==> src/rtl/hazard_fwd_ctrl_if.sv <==
// ---------------------------------------------------------------------------
// hazard_fwd_ctrl_if
//   Bundles the pipeline-side view of the hazard/forwarding controller.
//   master : pipeline (drives register fields and stage flags, reads controls)
//   slave  : hazard_fwd_ctrl (reads register fields, drives controls)
//   Signals:
//     id_*          ID-stage source fields and usage flags
//     ex_* mem_* wb_* in-flight destinations and write enables
//     fwd_a_sel / fwd_b_sel  registered EX operand mux selects
//     stall_if / stall_id / flush_ex  pipeline hold and bubble controls
//     muldiv_busy   mult/div countdown active
//     stall_cycles  stall counter, present only with HAZARD_PERF_EN
// ---------------------------------------------------------------------------
interface hazard_fwd_ctrl_if;
  logic [4:0]  id_rs;
  logic [4:0]  id_rt;
  logic        id_uses_rs;
  logic        id_uses_rt;
  logic        id_uses_hilo;
  logic        id_muldiv_start;
  logic [4:0]  ex_rd;
  logic        ex_regwrite;
  logic        ex_memread;
  logic [4:0]  mem_rd;
  logic        mem_regwrite;
  logic [4:0]  wb_rd;
  logic        wb_regwrite;
  logic [1:0]  fwd_a_sel;
  logic [1:0]  fwd_b_sel;
  logic        stall_if;
  logic        stall_id;
  logic        flush_ex;
  logic        muldiv_busy;
`ifdef HAZARD_PERF_EN
  logic [31:0] stall_cycles;
`endif

  modport master (
    output id_rs, id_rt, id_uses_rs, id_uses_rt, id_uses_hilo, id_muldiv_start,
    output ex_rd, ex_regwrite, ex_memread, mem_rd, mem_regwrite, wb_rd, wb_regwrite,
`ifdef HAZARD_PERF_EN
    input  stall_cycles,
`endif
    input  fwd_a_sel, fwd_b_sel, stall_if, stall_id, flush_ex, muldiv_busy
  );

  modport slave (
    input  id_rs, id_rt, id_uses_rs, id_uses_rt, id_uses_hilo, id_muldiv_start,
    input  ex_rd, ex_regwrite, ex_memread, mem_rd, mem_regwrite, wb_rd, wb_regwrite,
`ifdef HAZARD_PERF_EN
    output stall_cycles,
`endif
    output fwd_a_sel, fwd_b_sel, stall_if, stall_id, flush_ex, muldiv_busy
  );
endinterface

==> src/rtl/hazard_fwd_ctrl.sv <==
// ---------------------------------------------------------------------------
// hazard_fwd_ctrl
//   Hazard and forwarding controller for the 5-stage MIPS pipeline.
//   - Compares ID sources (rs/rt) against EX/MEM/WB destinations and registers
//     a 2-bit operand mux select per source, valid while the instruction is
//     in EX: 00 regfile, 01 EX/MEM ALU, 10 MEM/WB, 11 latched WB data.
//   - Detects load-use hazards (one bubble, tracked by a RUN/LOAD_STALL FSM).
//   - Counts down the multi-cycle mult/div unit and stalls HI/LO users and
//     new mult/div starts while it is busy.
//   Ports:
//     clk  system clock, rising edge
//     rst  asynchronous, active-high reset
//     bus  hazard_fwd_ctrl_if.slave (see interface header for signal list)
//   Parameter:
//     MD_LATENCY  cycles the mult/div unit is busy after a start (2..63)
//   Optional feature macro:
//     HAZARD_PERF_EN  adds bus.stall_cycles, a free-running count of
//                     stalled cycles (wraps at 2^32)
// ---------------------------------------------------------------------------
module hazard_fwd_ctrl #(
  parameter int MD_LATENCY = 32
) (
  input  logic              clk,
  input  logic              rst,
  hazard_fwd_ctrl_if.slave  bus
);

  if (MD_LATENCY < 2 || MD_LATENCY > 63) begin : g_bad_latency
    $error("hazard_fwd_ctrl: MD_LATENCY must be within 2..63");
  end

  localparam logic [5:0] MD_RELOAD = 6'(MD_LATENCY - 1);

  typedef enum logic {
    RUN        = 1'b0,
    LOAD_STALL = 1'b1
  } state_t;

  state_t      state_q, state_d;
  logic [5:0]  md_cnt_q, md_cnt_d;
  logic [1:0]  fwd_a_q, fwd_a_d;
  logic [1:0]  fwd_b_q, fwd_b_d;

  // Per-operand views: index 0 is rs (operand A), index 1 is rt (operand B).
  logic [4:0]  src      [2];
  logic        uses     [2];
  logic        live     [2];
  logic        hit_ex   [2];
  logic        hit_mem  [2];
  logic        hit_wb   [2];
  logic [1:0]  sel_raw  [2];

  assign src[0]  = bus.id_rs;
  assign src[1]  = bus.id_rt;
  assign uses[0] = bus.id_uses_rs;
  assign uses[1] = bus.id_uses_rt;

  genvar gi;
  generate
    for (gi = 0; gi < 2; gi++) begin : g_operand
      // $0 is hardwired zero and an unused field is don't-care, so neither
      // may ever pick up a forwarded value.
      assign live[gi]    = uses[gi] && (src[gi] != 5'd0);
      assign hit_ex[gi]  = live[gi] && (src[gi] == bus.ex_rd);
      assign hit_mem[gi] = live[gi] && bus.mem_regwrite && (src[gi] == bus.mem_rd);
      assign hit_wb[gi]  = live[gi] && bus.wb_regwrite  && (src[gi] == bus.wb_rd);

      // Youngest producer wins.
      always_comb begin
        sel_raw[gi] = 2'b00;
        if (hit_ex[gi] && bus.ex_regwrite) begin
          sel_raw[gi] = 2'b01;
        end else if (hit_mem[gi]) begin
          sel_raw[gi] = 2'b10;
        end else if (hit_wb[gi]) begin
          sel_raw[gi] = 2'b11;
        end
      end
    end
  endgenerate

  logic load_use;
  logic md_busy;
  logic hilo_hazard;
  logic stall;

  // hit_ex already excludes $0, so ex_rd != 0 is implied by any hit.
  assign load_use    = bus.ex_memread && bus.ex_regwrite && (hit_ex[0] || hit_ex[1]);
  assign md_busy     = (md_cnt_q != 6'd0);
  assign hilo_hazard = (bus.id_uses_hilo || bus.id_muldiv_start) && md_busy;

  // ---------------------------------------------------------------------------
  // Next-state / output logic
  // ---------------------------------------------------------------------------
  always_comb begin
    state_d  = state_q;
    stall    = 1'b0;
    fwd_a_d  = sel_raw[0];
    fwd_b_d  = sel_raw[1];
    md_cnt_d = md_cnt_q;

    // Stall outputs are combinational and must vanish the moment reset is
    // raised, not just at the next edge.
    stall = !rst && (load_use || hilo_hazard);

    case (state_q)
      RUN: begin
        if (load_use) begin
          state_d = LOAD_STALL;
        end
      end
      LOAD_STALL: begin
        // One cycle only; a fresh load-use seen here starts a new bubble.
        state_d = load_use ? LOAD_STALL : RUN;
      end
      default: begin
        state_d = RUN;
      end
    endcase

    // A stalled instruction is replaced by a bubble in EX, so its operands
    // must not forward anything.
    if (stall) begin
      fwd_a_d = 2'b00;
      fwd_b_d = 2'b00;
    end

    // A start while busy is itself a stall, so it can never reload here.
    if (bus.id_muldiv_start && !stall) begin
      md_cnt_d = MD_RELOAD;
    end else if (md_busy) begin
      md_cnt_d = md_cnt_q - 6'd1;
    end
  end

  // ---------------------------------------------------------------------------
  // State registers
  // ---------------------------------------------------------------------------
  always_ff @(posedge clk or posedge rst) begin
    if (rst) begin
      state_q  <= RUN;
      md_cnt_q <= 6'd0;
      fwd_a_q  <= 2'b00;
      fwd_b_q  <= 2'b00;
    end else begin
      state_q  <= state_d;
      md_cnt_q <= md_cnt_d;
      fwd_a_q  <= fwd_a_d;
      fwd_b_q  <= fwd_b_d;
    end
  end

  assign bus.fwd_a_sel   = fwd_a_q;
  assign bus.fwd_b_sel   = fwd_b_q;
  assign bus.stall_if    = stall;
  assign bus.stall_id    = stall;
  assign bus.flush_ex    = stall;
  assign bus.muldiv_busy = md_busy;

`ifdef HAZARD_PERF_EN
  logic [31:0] stall_cycles_q;

  always_ff @(posedge clk or posedge rst) begin
    if (rst) begin
      stall_cycles_q <= 32'd0;
    end else if (stall) begin
      stall_cycles_q <= stall_cycles_q + 32'd1;
    end
  end

  assign bus.stall_cycles = stall_cycles_q;
`endif

endmodule
==> src/flat_wrapper.sv <==
// flat-port wrapper written by rule: the top's interface ports become plain ports
module hazard_fwd_ctrl_flat 
#(
  parameter int MD_LATENCY = 32
)
  (clk, rst, bus_id_rs, bus_id_rt, bus_id_uses_rs, bus_id_uses_rt, bus_id_uses_hilo, bus_id_muldiv_start, bus_ex_rd, bus_ex_regwrite, bus_ex_memread, bus_mem_rd, bus_mem_regwrite, bus_wb_rd, bus_wb_regwrite, bus_fwd_a_sel, bus_fwd_b_sel, bus_stall_if, bus_stall_id, bus_flush_ex, bus_muldiv_busy);
  hazard_fwd_ctrl_if bus_i ();
  input  logic clk;
  input  logic rst;
  input wire logic [$bits(bus_i.id_rs)-1:0] bus_id_rs;
  input wire logic [$bits(bus_i.id_rt)-1:0] bus_id_rt;
  input wire logic [$bits(bus_i.id_uses_rs)-1:0] bus_id_uses_rs;
  input wire logic [$bits(bus_i.id_uses_rt)-1:0] bus_id_uses_rt;
  input wire logic [$bits(bus_i.id_uses_hilo)-1:0] bus_id_uses_hilo;
  input wire logic [$bits(bus_i.id_muldiv_start)-1:0] bus_id_muldiv_start;
  input wire logic [$bits(bus_i.ex_rd)-1:0] bus_ex_rd;
  input wire logic [$bits(bus_i.ex_regwrite)-1:0] bus_ex_regwrite;
  input wire logic [$bits(bus_i.ex_memread)-1:0] bus_ex_memread;
  input wire logic [$bits(bus_i.mem_rd)-1:0] bus_mem_rd;
  input wire logic [$bits(bus_i.mem_regwrite)-1:0] bus_mem_regwrite;
  input wire logic [$bits(bus_i.wb_rd)-1:0] bus_wb_rd;
  input wire logic [$bits(bus_i.wb_regwrite)-1:0] bus_wb_regwrite;
  output wire logic [$bits(bus_i.fwd_a_sel)-1:0] bus_fwd_a_sel;
  output wire logic [$bits(bus_i.fwd_b_sel)-1:0] bus_fwd_b_sel;
  output wire logic [$bits(bus_i.stall_if)-1:0] bus_stall_if;
  output wire logic [$bits(bus_i.stall_id)-1:0] bus_stall_id;
  output wire logic [$bits(bus_i.flush_ex)-1:0] bus_flush_ex;
  output wire logic [$bits(bus_i.muldiv_busy)-1:0] bus_muldiv_busy;
  assign bus_i.id_rs = bus_id_rs;
  assign bus_i.id_rt = bus_id_rt;
  assign bus_i.id_uses_rs = bus_id_uses_rs;
  assign bus_i.id_uses_rt = bus_id_uses_rt;
  assign bus_i.id_uses_hilo = bus_id_uses_hilo;
  assign bus_i.id_muldiv_start = bus_id_muldiv_start;
  assign bus_i.ex_rd = bus_ex_rd;
  assign bus_i.ex_regwrite = bus_ex_regwrite;
  assign bus_i.ex_memread = bus_ex_memread;
  assign bus_i.mem_rd = bus_mem_rd;
  assign bus_i.mem_regwrite = bus_mem_regwrite;
  assign bus_i.wb_rd = bus_wb_rd;
  assign bus_i.wb_regwrite = bus_wb_regwrite;
  assign bus_fwd_a_sel = bus_i.fwd_a_sel;
  assign bus_fwd_b_sel = bus_i.fwd_b_sel;
  assign bus_stall_if = bus_i.stall_if;
  assign bus_stall_id = bus_i.stall_id;
  assign bus_flush_ex = bus_i.flush_ex;
  assign bus_muldiv_busy = bus_i.muldiv_busy;
  hazard_fwd_ctrl #(.MD_LATENCY(MD_LATENCY)) u_core (.clk(clk), .rst(rst), .bus(bus_i));
endmodule
==> config.mk <==
export PLATFORM = sky130hd
export DESIGN_NAME = hazard_fwd_ctrl_flat
export DESIGN_NICKNAME = d
export VERILOG_FILES = /design/src/rtl/hazard_fwd_ctrl_if.sv /design/src/rtl/hazard_fwd_ctrl.sv /design/src/flat_wrapper.sv
export SDC_FILE = /design/constraint.sdc
export NUM_CORES = 1
export LEC_CHECK = 0
export ABC_CLOCK_PERIOD_IN_PS = 2750
export BUFFER_PORTS_ARGS = -buffer_cell sky130_fd_sc_hd__buf_4
export CAP_MARGIN = 20
export CORE_MARGIN = 4
export CORE_UTILIZATION = 25
export DETAILED_ROUTE_END_ITERATION = 8
export PLACE_DENSITY = 0.47
export SETUP_SLACK_MARGIN = 0.3
export SLEW_MARGIN = 25
export SYNTH_ARGS = -nofsm -noshare
export SYNTH_HDL_FRONTEND = slang
export SYNTH_SLANG_ARGS = --single-unit
==> constraint.sdc <==
create_clock -name clk -period 2.75 [get_ports clk]
set_clock_uncertainty 0.2 [all_clocks]
set_input_delay 0.1375 -clock clk [delete_from_list [all_inputs] [get_ports clk]]
set_output_delay 0.1375 -clock clk [all_outputs]
set_load 0.01 [all_outputs]
## Word-level counts from Yosys, hierarchy flattened

Index checks and enable logic that the tools add are counted.

| storage, ports and cells | value |
|---|---|
| register bits after elaboration | 10 |
| input bits | 35 |
| output and inout bits | 8 |
| logic and storage cells | 48 |

| cells by class | value |
|---|---|
| add/subtract/negate cells | 1 |
| equality and inequality tests | 6 |
| muxes and demuxes | 10 |
| reduce and logical (&&, ||, !) cells | 28 |

Operator list:

| cell | count |
|---|---|
| == test 5 bit | 6 |
| logical AND 1 bit | 19 |
| 2-to-1 mux 2 bit | 8 |
| 2-to-1 mux 6 bit | 2 |
| nonzero test 5 bit | 2 |
| nonzero test 6 bit | 1 |
| subtractor 6 x 1 -> 6 bit, second input constant | 1 |
| logical OR 1 bit | 3 |
| logical NOT 1 bit | 2 |
| nonzero test 2 bit | 1 |

## Depth between registers and ports, before layout

Gate-level depths: netlist (run 1).

| depth | value |
|---|---|
| depth in word-level cells | 10 |
| depth in mapped cells | 7 |
| mapped depth without buffers | 7 |

## Worst setup path after synthesis (run 1)

Ideal clock, no wire load.

| timing | value |
|---|---|
| path kind | input to output |
| from | input bus_id_rs[2] |
| to | output bus_stall_id |
| arrival time | 1.683 ns |
| required time | 2.413 ns |
| path slack | 0.730 ns |
| stages | 6 |
| buffers on the path | 1 |
| cells stage by stage | or4_1 > o21ai_2 > nor4_1 > o2111a_2 > or2_1 > buf_4 |

| on the way | value |
|---|---|
| longest elaborated chain between the ends | 7 |
| elaborated cells on any way between the ends | 8 |
| those cells by class | eq/ne: 1; reduce/logical: 7 |

Ends and longest elaborated chain:

| what | line | RTL |
|---|---|---|
| start: declaration | flat_wrapper.sv:10 | `input wire logic [$bits(bus_i.id_rs)-1:0] bus_id_rs;` |
| nonzero test 5 bit | hazard_fwd_ctrl.sv:63 | `assign live[gi] = uses[gi] && (src[gi] != 5'd0);` |
| logical AND 1 bit | hazard_fwd_ctrl.sv:63 |  |
| logical AND 1 bit * | hazard_fwd_ctrl.sv:64 | `assign hit_ex[gi] = live[gi] && (src[gi] == bus.ex_rd);` |
| logical OR 1 bit * | hazard_fwd_ctrl.sv:88 | `assign load_use = bus.ex_memread && bus.ex_regwrite && (hit_ex[0] \|\| hit_ex[1]);` |
| logical AND 1 bit * | hazard_fwd_ctrl.sv:88 |  |
| logical OR 1 bit * | hazard_fwd_ctrl.sv:104 | `stall = !rst && (load_use \|\| hilo_hazard);` |
| logical AND 1 bit * | hazard_fwd_ctrl.sv:104 |  |
| end: declaration | flat_wrapper.sv:26 | `output wire logic [$bits(bus_i.stall_id)-1:0] bus_stall_id;` |

Mark *: on every way between the ends. The rest lies on a longest branch, timed or not.

## Worst setup path after layout (run 1)

| timing | value |
|---|---|
| from | input bus_id_rt[0] |
| to | output bus_stall_id |

| on the way | value |
|---|---|
| longest elaborated chain between the ends | 7 |
| elaborated cells on any way between the ends | 8 |
| those cells by class | eq/ne: 1; reduce/logical: 7 |

Ends and longest elaborated chain:

| what | line | RTL |
|---|---|---|
| start: declaration | flat_wrapper.sv:11 | `input wire logic [$bits(bus_i.id_rt)-1:0] bus_id_rt;` |
| nonzero test 5 bit | hazard_fwd_ctrl.sv:63 |  |
| logical AND 1 bit | hazard_fwd_ctrl.sv:63 |  |
| logical AND 1 bit * | hazard_fwd_ctrl.sv:64 |  |
| logical OR 1 bit * | hazard_fwd_ctrl.sv:88 |  |
| logical AND 1 bit * | hazard_fwd_ctrl.sv:88 |  |
| logical OR 1 bit * | hazard_fwd_ctrl.sv:104 |  |
| logical AND 1 bit * | hazard_fwd_ctrl.sv:104 |  |

Marks and branches as above.

==> impl_results.md, run 1 <==
- Status: finished, final reports clean
- Crit path required time: 2.41 ns
- Drt first pass iters: 4
- Vias per Instance: 4.74
- Total Power: 566 uW
- CP max FO: 7
- Initial antenna violation count: 0
- Share of layout cells above drive strength 1: 33.8%
- Number of routed nets with antenna violations: 0
- P per Cell Area: 411 nW/um^2
- Static leakage: 0.000580 uW
- Synth area leader: dfrtp_1
- Yosys warns: 0
- Synth area leaders: dfrtp_1 (27%), xnor2_1 (19%), xor2_1 (13%), nor3_1 (4.3%), a2111oi_2 (3.2%)
- Number of synthesized register bits: 10
- IO buf count: 42
- Vias in the first global route: 997
- Initial core utilization: 25.9%
- Critical Path Stages: 7
- Synth top area share: 26.6%
- CP top delay family: simple AND/OR/NAND/NOR gates
- Die Area: 4800 sq um
- TritonCTS buffer count: 3
- Combinational family with the most area after synthesis: XOR/XNOR gates
- Ports: 43
- Clk_lat worst skew: 0.23 ns
- CP cell instances: buf_4, or4_1, o21ai_2, nor4_1, o2111a_2, or2_1, buf_4
- Reg-to-Reg Start: u_core.md_cnt_q[2]$_DFFE_PP0P_
- # rows: 22
- Die width: 69.3 um
- FMAX: 455 MHz
- CTS tree: built
- Max_slew headroom: 50.8%
- Die height: 69.3 um
- Slowest CP cell: or4_1
- DR iter-0 viols: 14
- Post-Syn Instances: 105
- CTS root buffer: clkbuf_8
- Setup-failing EPs final: 0
- Xor and xnor area share after synthesis: 31.7%
- Critical Path Sink: bus_stall_id
- Dpl hpwl: 2390 um
- Max Slew Vio Count: 0
- CTS Buffer Depth: 2
- TNS Setup: 0 ns
- Mux contribution to synthesized area: 0%
- Routability cong.: 0.863
- Fin crit period: 2.20 ns
- Core area: 3630 sq um
- Residual DRC count: 0
- FFs w/ async S/R, synth: 100%
- Crit share post-route: 80.0%
- Compound-gate portion of the synthesized area: 15.3%
- Critical path data arrival time: 1.86 ns
- Most frequent cells after synthesis: xnor2_1 (20), xor2_1 (14), dfrtp_1 (10)
- Worst R2R End: u_core.md_cnt_q[3]$_DFFE_PP0P_
- Ys flop type: dfrtp_1
- Cell variety after synth: 28
- First-pass GRT wire length: 4650 um
- CP Launch Type: primary input
- CP startpoint: bus_id_rt[0]
- Clock sink count: 10
- Kind of critical path: primary input to output pin
- Final WL: 2740 um
- Sequential element share of the synthesized area: 26.6%
- Total number of vias: 943
- Htree depth: 1
- VDD IR max: 110 uV
- RSZ-0062 raised after global routing: false
- GRT Resource Usage Total: 12.0%
- Largest net degree at the start of global routing: 12
- CP Buf/Inv Count: 2
- Post-synth EDFFs: 0
- CP endpoint kind: output pin
- Most frequent cell after synthesis: xnor2_1
- Synth Cell Area: 940 sq um
- Worst-path clk slew: 0.04 ns
- Antenna diodes: 0
- Layout area overhead: 46.5%
- Syn nets: 142
- Area share of and/or/nand/nor cells after synthesis: 20.5%
- CP most frequent cell: buf_4
- Least-Margin Pin Slew: 0.731 ns
- Reg2reg setup slack: 0.74 ns
- Min-Delay Path Class: primary input to flip-flop
- Max Cap Viol: 0
- Final Hold Vio Count: 0
- Crit-path max cell delay: 0.53 ns
- Final #Nets: 190
- Post CTS Setup Buffer Count: 0
- Post-Syn Area per Cell: 8.95 sq um
- Grt ovf: 0
- Drt wl/cell: 13.8 um
- Worst-case reg-to-reg path depth: 6
- Area share of fa/ha/maj cells after synthesis: 2.66%
## worst min path at each step
stage / start / end / slack [ns] / depth (start not counted)
2_1_floorplan: rst / u_core.bus.fwd_a_sel[0]$_DFF_PP0_ / -0.21 / 1
3_3_place_gp: rst / u_core.md_cnt_q[2]$_DFFE_PP0P_ / -0.003 / 2
3_5_place_dp: rst / u_core.md_cnt_q[0]$_DFFE_PP0P_ / -0.009 / 2
4_1_cts: bus_wb_regwrite / u_core.bus.fwd_b_sel[1]$_DFF_PP0_ / 0.16 / 5
5_1_grt: bus_ex_memread / u_core.md_cnt_q[0]$_DFFE_PP0P_ / 0.19 / 3
6_report: bus_wb_regwrite / u_core.bus.fwd_b_sel[1]$_DFF_PP0_ / 0.16 / 5
## repair_timing
action | CTS | global route
gates resized for setup | 0 | 1
endpoints found under the setup margin | 0 | 3
hold buffers | 3 | 0
hold endpoints to repair | 13 | 0
## report_power, final
part,total [uW],switching [uW],leakage (uW),internal (uW)
clock network,142,47.4,0.0000216,95.0
logic,222,109,0.000438,114
registers,201,24.9,0.000120,177
total,566,181,0.000580,385
## layout make-up
| cell class | instances | area [sq um] |
|---|---|---|
| repair buffers | 45 | 345 |
| well taps | 48 | 60.1 |
| fillers | 393 | 2260 |
| multi-input cells | 89 | 664 |
| inverters | 4 | 15.0 |
| clock buffers | 3 | 41.3 |
| flip-flops and latches | 10 | 250 |
## routing by layer
layer	routed length, um	vias up	track usage (%)
met5	0	-	0
li1	-	466	-
met4	0	0	3.90
met1	1120	445	13.3
met2	1470	32	22.1
met3	148	0	2.90
## through the flow
| step | cells | hold WS, ns | area, sq um | util (%) | setup slack [ns] |
|---|---|---|---|---|---|
| 3_3_place_gp | 193 | -0.00297 | 1300 | 35.8 | 0.578 |
| 6_report | 199 | 0.161 | 1380 | 37.9 | 0.551 |
| 2_1_floorplan | 105 | -0.214 | 940 | - | 0.730 |
| 5_1_grt | 199 | 0.195 | 1380 | 37.9 | 0.401 |
| 4_1_cts | 199 | 0.159 | 1370 | 37.7 | 0.385 |
| 3_5_place_dp | 193 | -0.00857 | 1300 | 35.8 | 0.541 |
## worst register-to-register path: stages (launching register included)
cell and delay [ns]:
dfrtp_1 0.41, nor3_1 0.31, and3b_1 0.29, clkinv_1 0.26
a21oi_1 0.19, o21a_1 0.17, a211o_1 0.11
## layout by cell type, fill, tap and decap left out, types with 3 or more instances in the layout
cell type / n
nand3_1: 3
clkbuf_8: 3
buf_4: 42
o21ai_0: 3
xor2_1: 14
a211o_1: 3
inv_1: 3
nand2_1: 7
dfrtp_1: 10
nor3_1: 7
xnor2_1: 20
dlygate4sd3_1: 3
a21oi_1: 3
nor4_1: 4
## cells by family after synthesis
| family | after synthesis |
|---|---|
| xor gates and xnor gates | 34 |
| adders and majority gates | 2 |
| DFF | 10 |
| buffers and inverters | 6 |
| AOI/OAI and AO/OA | 18 |
| and+or+nand+nor | 35 |
## sequential cells by signal (all words and copies together) (netlist names)
register / flops
u_core.md_cnt_q: 6
u_core.bus.fwd_a_sel: 2
u_core.bus.fwd_b_sel: 2
Note: power is estimated with default switching activity, not from simulation.
==> inputs of run 2 (changes only) <==
ABC_AREA = 1   (was default)
ABC_CLOCK_PERIOD_IN_PS = 2300   (was 2750)
PLACE_DENSITY = 0.46   (was 0.47)
clock period = 2.3 ns   (was 2.75 ns; I/O delays follow)
==> run 2 against run 1 <==
Effect of this change: combinational power rose by 3%; setup slack lost 0.11 ns; first-iteration DRC count grew to 3.1 times the previous value; wire length increased by 0.26%; clock power grew 52%; clock-buffer cell count increased by 1; global-route usage is 0.66 points lower; via count up 11%.
==> impl_results.md, run 2 <==
- Critical path data arrival time: 1.54 ns
- Post-Syn Instances: 146
- RSZ-0062 raised after global routing: false
- Crit share post-route: 80.7%
- Clock sink count: 10
- Core area: 3800 sq um
- First-pass GRT wire length: 4810 um
- GRT Resource Usage Total: 11.3%
- Final WL: 2750 um
- Die width: 72.0 um
- FMAX: 539 MHz
- Dpl hpwl: 2360 um
- Final #Nets: 232
- CTS root buffer: clkbuf_8
- FFs w/ async S/R, synth: 100%
- Vias per Instance: 4.33
- CP top delay family: flip-flops
- Worst hold slack: 0.0344 ns
- Most frequent cells after synthesis: nand2_1 (33), inv_1 (15), nor2_1 (14), xor2_1 (14)
- Largest net degree at the start of global routing: 14
- TritonCTS buffer count: 3
- Antenna diodes: 0
- Number of routed nets with antenna violations: 0
- Initial core utilization: 26.9%
- Most frequent cell after synthesis: nand2_1
- Share of layout cells above drive strength 1: 33.5%
- Die height: 72.0 um
- Crit-path max cell delay: 0.39 ns
- Slowest CP cell: dfrtp_1
- Routability cong.: 0.799
- Max Slew Vio Count: 0
- Yosys warns: 0
- Most common cell after layout, fill and taps aside: buf_4
- CP Buf/Inv Count: 3
- Min-Delay Path Class: primary input to flip-flop
- Initial antenna violation count: 0
- Drt first pass iters: 4
- CTS Buffer Depth: 2
- CP endpoint kind: output pin
- Status: finished, final reports clean
- Synth top area share: 24.4%
- Cell variety after synth: 23
- CP Launch Type: flip-flop
- Register name with the most flops: u_core.md_cnt_q
- Synth area leaders: dfrtp_1 (24%), nand2_1 (12%), xor2_1 (12%), xnor2_1 (10%), nand3_1 (5.9%)
- Synth Cell Area: 1020 sq um
- Post-Syn Area per Cell: 7.01 sq um
- IO buf count: 42
- Static leakage: 0.000747 uW
- Crit path required time: 1.99 ns
- Htree depth: 1
- Total number of vias: 1048
- Max Cap Viol: 0
- P per Cell Area: 446 nW/um^2
- Worst-path clk slew: 0.05 ns
- CP cell instances: inv_2, ha_1, nand4_4, o21ai_2, nand2_2, nand2_4, inv_2, buf_4
- Residual DRC count: 0
- # rows: 22
- Final Hold Vio Count: 0
- Max reg flops: 6
- Commonest non-fill, non-tap cells in the layout: buf_4 (44), nand2_1 (33), xor2_1 (14), nor2_1 (14), inv_1 (13)
- Synth area leader: dfrtp_1
- DR iter-0 viols: 43
- Syn nets: 183
- Grt ovf: 0
- Least-Margin Pin Slew: 0.368 ns
- TNS Setup: 0 ns
- Drt wl/cell: 11.4 um
- CP max FO: 5
- Vias in the first global route: 1139
- Kind of critical path: flip-flop to output pin
- Sequential element share of the synthesized area: 24.4%
- Ys flop type: dfrtp_1
- Setup-failing EPs final: 0
- VDD IR max: 137 uV
- Ports: 43
- CP most frequent cell: inv_2
- Post-synth EDFFs: 0
- Die Area: 5180 sq um
- Max_slew headroom: 75.3%
- Number of synthesized register bits: 10
- Layout area overhead: 44.7%
- Clk_lat worst skew: 0.23 ns
- CTS tree: built
- Fin crit period: 1.86 ns
run 2: changes by cell type in the layout (fill, tap and decap cells not counted), sizes merged, moves of 3 or more:
cell   before  now
nand2       7   36
a211o       3    0
xnor2      20   12
nor4        4    0
nand3       3   13
inv         3   18
nand4       2    7
nor2        2   17
nor3        8    1
run 2: what timing repair did:
action	4_1_cts	5_1_grt
hold buffers	2	0
endpoints found under the hold margin	16	0
pin swaps	0	1
gates cloned	0	0
gates resized for setup	2	2
setup endpoints to repair	3	3
buffers inserted	0	2
run 2: power by group:
part | switching (uW) | internal (uW) | total (uW) | leakage, uW
clock | 65.4 | 150 | 216 | 0.0000288
combinational | 118 | 111 | 229 | 0.000599
sequential | 19.0 | 198 | 217 | 0.000119
run 2: final cells by class:
| class | count | area (sq um) |
|---|---|---|
| Sequential cell | 10 | 250 |
| Tap cell | 48 | 60.1 |
| Inverter | 19 | 75.1 |
| Fill cell | 408 | 2320 |
| Multi-Input combinational cell | 115 | 691 |
| Timing Repair Buffer | 46 | 350 |
| Clock buffer | 4 | 55.1 |
run 2: through the flow:
| step | cell area, sq um | worst slack (ns) | instances | util [%] | power [uW] |
|---|---|---|---|---|---|
| 2_1_floorplan | 1020 | 0.579 | 146 | - | 349 |
| 3_3_place_gp | 1380 | 0.554 | 234 | 36.4 | 442 |
| 3_5_place_dp | 1380 | 0.500 | 234 | 36.4 | 445 |
| 4_1_cts | 1460 | 0.306 | 240 | 38.5 | 671 |
| 5_1_grt | 1480 | 0.304 | 242 | 39.0 | 716 |
| 6_report | 1480 | 0.445 | 242 | 39.0 | 661 |
run 2: logic make-up (layout without fill, tap and decap cells):
family / after synthesis / in the layout / synth area share, %
buf+inv: 21 / 69 / 8.43
xor+xnor: 26 / 26 / 22.2
flops: 10 / 10 / 24.4
fa+ha+maj: 2 / 2 / 2.44
compound gates: 11 / 11 / 6.23
simple gates: 76 / 76 / 36.2
run 2: per-layer routing:
layer | part of all wire (%) | wire, um | GRT usage, % | vias to the layer above
met1 | 46 | 1250 | 14.4 | 464
li1 | - | - | - | 557
met2 | 48 | 1330 | 20.1 | 27
met5 | 0 | 0 | 0 | -
met4 | 0 | 0 | 1.88 | 0
met3 | 5.9 | 162 | 2.08 | 0
run 2: worst register-to-register path: stages, from the launching register on:
cell	delay [ns]
dfrtp_1	0.39
inv_2	0.09
ha_1	0.20
nand4_4	0.13
buf_4	0.19
nand3_1	0.08
xor2_1	0.14
nand2_1	0.07
run 2: final timing paths:
check                                          startpoint                                end  slack, ns  cells past startpoint
max                        u_core.md_cnt_q[0]$_DFFE_PP0P_                       bus_stall_if       0.44                      8
min in group asynchronous                             rst     u_core.md_cnt_q[4]$_DFFE_PP0P_       0.20                      3
min                                      bus_id_uses_hilo  u_core.bus.fwd_a_sel[0]$_DFF_PP0_       0.03                      4
min reg2reg                u_core.md_cnt_q[1]$_DFFE_PP0P_     u_core.md_cnt_q[1]$_DFFE_PP0P_       0.35                      2
max in group asynchronous                             rst  u_core.bus.fwd_a_sel[1]$_DFF_PP0_       1.50                      3
max reg2reg                u_core.md_cnt_q[0]$_DFFE_PP0P_     u_core.md_cnt_q[3]$_DFFE_PP0P_       0.69                      7
==> inputs of run 3 (changes only) <==
ABC_CLOCK_PERIOD_IN_PS = 1900   (was 2300)
clock period = 1.9 ns   (was 2.3 ns; I/O delays follow)
==> run 3 against run 2 <==
Effect of this change: via count up 7.9%; register-to-register slack worse by 0.40 ns; non-clock buffer count up 13; sequential cell count unchanged; first-iteration DRC count up 33%; critical path depth unchanged; cell area up 8.5%; clock-buffer cell count unchanged; combinational power up 59%; global-route usage up 1.4 points; wire length up 14%; die area unchanged.
==> impl_results.md, run 3 (synthesis results as in run 2) <==
- Status: finished, final reports clean
- Layout area overhead: 57.1%
- Drt first pass iters: 4
- Initial core utilization: 26.9%
- Antenna diodes: 0
- CTS root buffer: clkbuf_8
- Max Slew Vio Count: 0
- Largest net degree at the start of global routing: 9
- Share of layout cells above drive strength 1: 38.6%
- Reg-to-Reg Start: u_core.md_cnt_q[1]$_DFFE_PP0P_
- Ports: 43
- Fill count: 384
- Max Cap Viol: 0
- Final #Nets: 245
- Residual DRC count: 0
- Int Pwr: 615 uW
- Commonest non-fill, non-tap cells in the layout: buf_4 (54), nand2_1 (33), xor2_1 (14), nor2_1 (14), inv_1 (13)
- Final WL: 3140 um
- TritonCTS buffer count: 3
- GRT Resource Usage Total: 12.7%
- Initial antenna violation count: 0
- Grt ovf: 0
- Reg2reg setup slack: 0.29 ns
- Final Worst Setup Slack: 0.244 ns
- Worst-case reg-to-reg path depth: 10
- DR iter-0 viols: 57
- Clk pwr share: 30.2%
- FMAX: 604 MHz
- Total number of vias: 1131
- Fin crit period: 1.66 ns
- Worst-path clk slew: 0.05 ns
- Comb power frac: 39.9%
- Setup-failing EPs final: 0
- Routability cong.: 0.861
- Number of routed nets with antenna violations: 0
- RSZ-0062 raised after global routing: true
- CP max FO: 4
- P per Cell Area: 568 nW/um^2
- Crit path required time: 1.60 ns
- First-pass GRT wire length: 5240 um
- Most common cell after layout, fill and taps aside: buf_4
- Clk_lat worst skew: 0.24 ns
- Min-Delay Path Class: primary input to flip-flop
- Drt wl/cell: 12.3 um
- Least-Margin Pin Slew: 0.376 ns
- Fin cells: 255
- Dpl cells: 235
- IO buf count: 42
- Die height: 72.0 um
- Worst R2R End: u_core.md_cnt_q[1]$_DFFE_PP0P_
- CTS tree: built
- Critical Path Sink: bus_stall_id
- Register name with the most flops: u_core.md_cnt_q
- Worst slack, placed: 0.243 ns
- Htree depth: 1
- Static leakage: 0.000816 uW
- P_sw: 297 uW
- CP startpoint: u_core.md_cnt_q[1]$_DFFE_PP0P_
- Core area: 3800 sq um
- Kind of critical path: flip-flop to output pin
- Sequential cell fraction of total power: 29.9%
- CP endpoint kind: output pin
- # rows: 22
- Vias per Instance: 4.44
- Max_slew headroom: 74.8%
- Clock sink count: 10
- Final Hold Vio Count: 0
- Max reg flops: 6
- CTS Buffer Depth: 2
- CP Launch Type: flip-flop
- Die width: 72.0 um
- Critical path data arrival time: 1.36 ns
- Crit share post-route: 87.2%
- Switching Share: 32.6%
- Dpl hpwl: 2540 um
- VDD IR max: 249 uV
- TNS Setup: 0 ns
- Vias in the first global route: 1192
- Die Area: 5180 sq um
[run 3: area by class of cell]
class	instances	area (sq um)	share of cell area, %
multi-input combinational	115	708	44.0
sequential	10	251	15.6
clock buffer	4	55.1	3.42
tap	48	60.1	3.74
timing repair buffer	59	459	28.6
inverter	19	73.8	4.59
[run 3: repair_timing]
action | CTS | global route
pin swaps | 3 | 2
setup buffers | 9 | 5
hold buffers | 2 | 0
resized for setup | 7 | 1
endpoints found under the setup margin | 3 | 4
hold endpoints to repair | 16 | 0
[run 3: worst min-delay path by stage]
| stage | start | endpoint | slack [ns] | cells past startpoint |
|---|---|---|---|---|
| final | bus_ex_regwrite | u_core.bus.fwd_a_sel[0]$_DFF_PP0_ | 0.05 | 3 |
| after global routing | bus_ex_regwrite | u_core.bus.fwd_a_sel[0]$_DFF_PP0_ | 0.06 | 3 |
| after CTS | bus_ex_regwrite | u_core.bus.fwd_a_sel[0]$_DFF_PP0_ | 0.04 | 3 |
| after detailed placement | rst | u_core.bus.fwd_a_sel[1]$_DFF_PP0_ | -0.13 | 2 |
| after global placement | rst | u_core.md_cnt_q[5]$_DFFE_PP0P_ | -0.14 | 2 |
| after floorplan | rst | u_core.bus.fwd_a_sel[0]$_DFF_PP0_ | -0.22 | 1 |
[run 3: per-layer routing]
layer	track usage, %	part of all wire, %	vias to the layer above
met5	0	0	-
met1	15.6	42	510
li1	-	-	582
met2	22.1	51	35
met4	3.13	1.2	0
met3	3.19	5.6	4
[run 3: power groups by stage]
stage | logic [uW] | clock network, uW | registers (uW)
after global routing | 408 | 295 | 275
after global placement | 275 | 0 | 266
after detailed placement | 279 | 0 | 266
after CTS | 336 | 278 | 268
final | 364 | 276 | 273
after floorplan | 162 | 0 | 263
[run 3: per-stage QoR]
step | power (uW) | cell area, sq um | hold slack, ns | util (%)
2_1_floorplan | 425 | 1030 | -0.217 | -
3_3_place_gp | 541 | 1400 | -0.140 | 36.8
3_5_place_dp | 545 | 1400 | -0.135 | 36.8
4_1_cts | 881 | 1570 | 0.0414 | 41.3
5_1_grt | 978 | 1610 | 0.0588 | 42.3
6_report | 913 | 1610 | 0.0452 | 42.3
[run 3: critical path, stage by stage (launching register included)]
cell and delay (ns):
dfrtp_1 0.40, inv_2 0.09, ha_4 0.14, nand4_4 0.09, o21ai_2 0.08, nand2_2 0.09, nand2_4 0.08, inv_4 0.05
buf_6 0.11
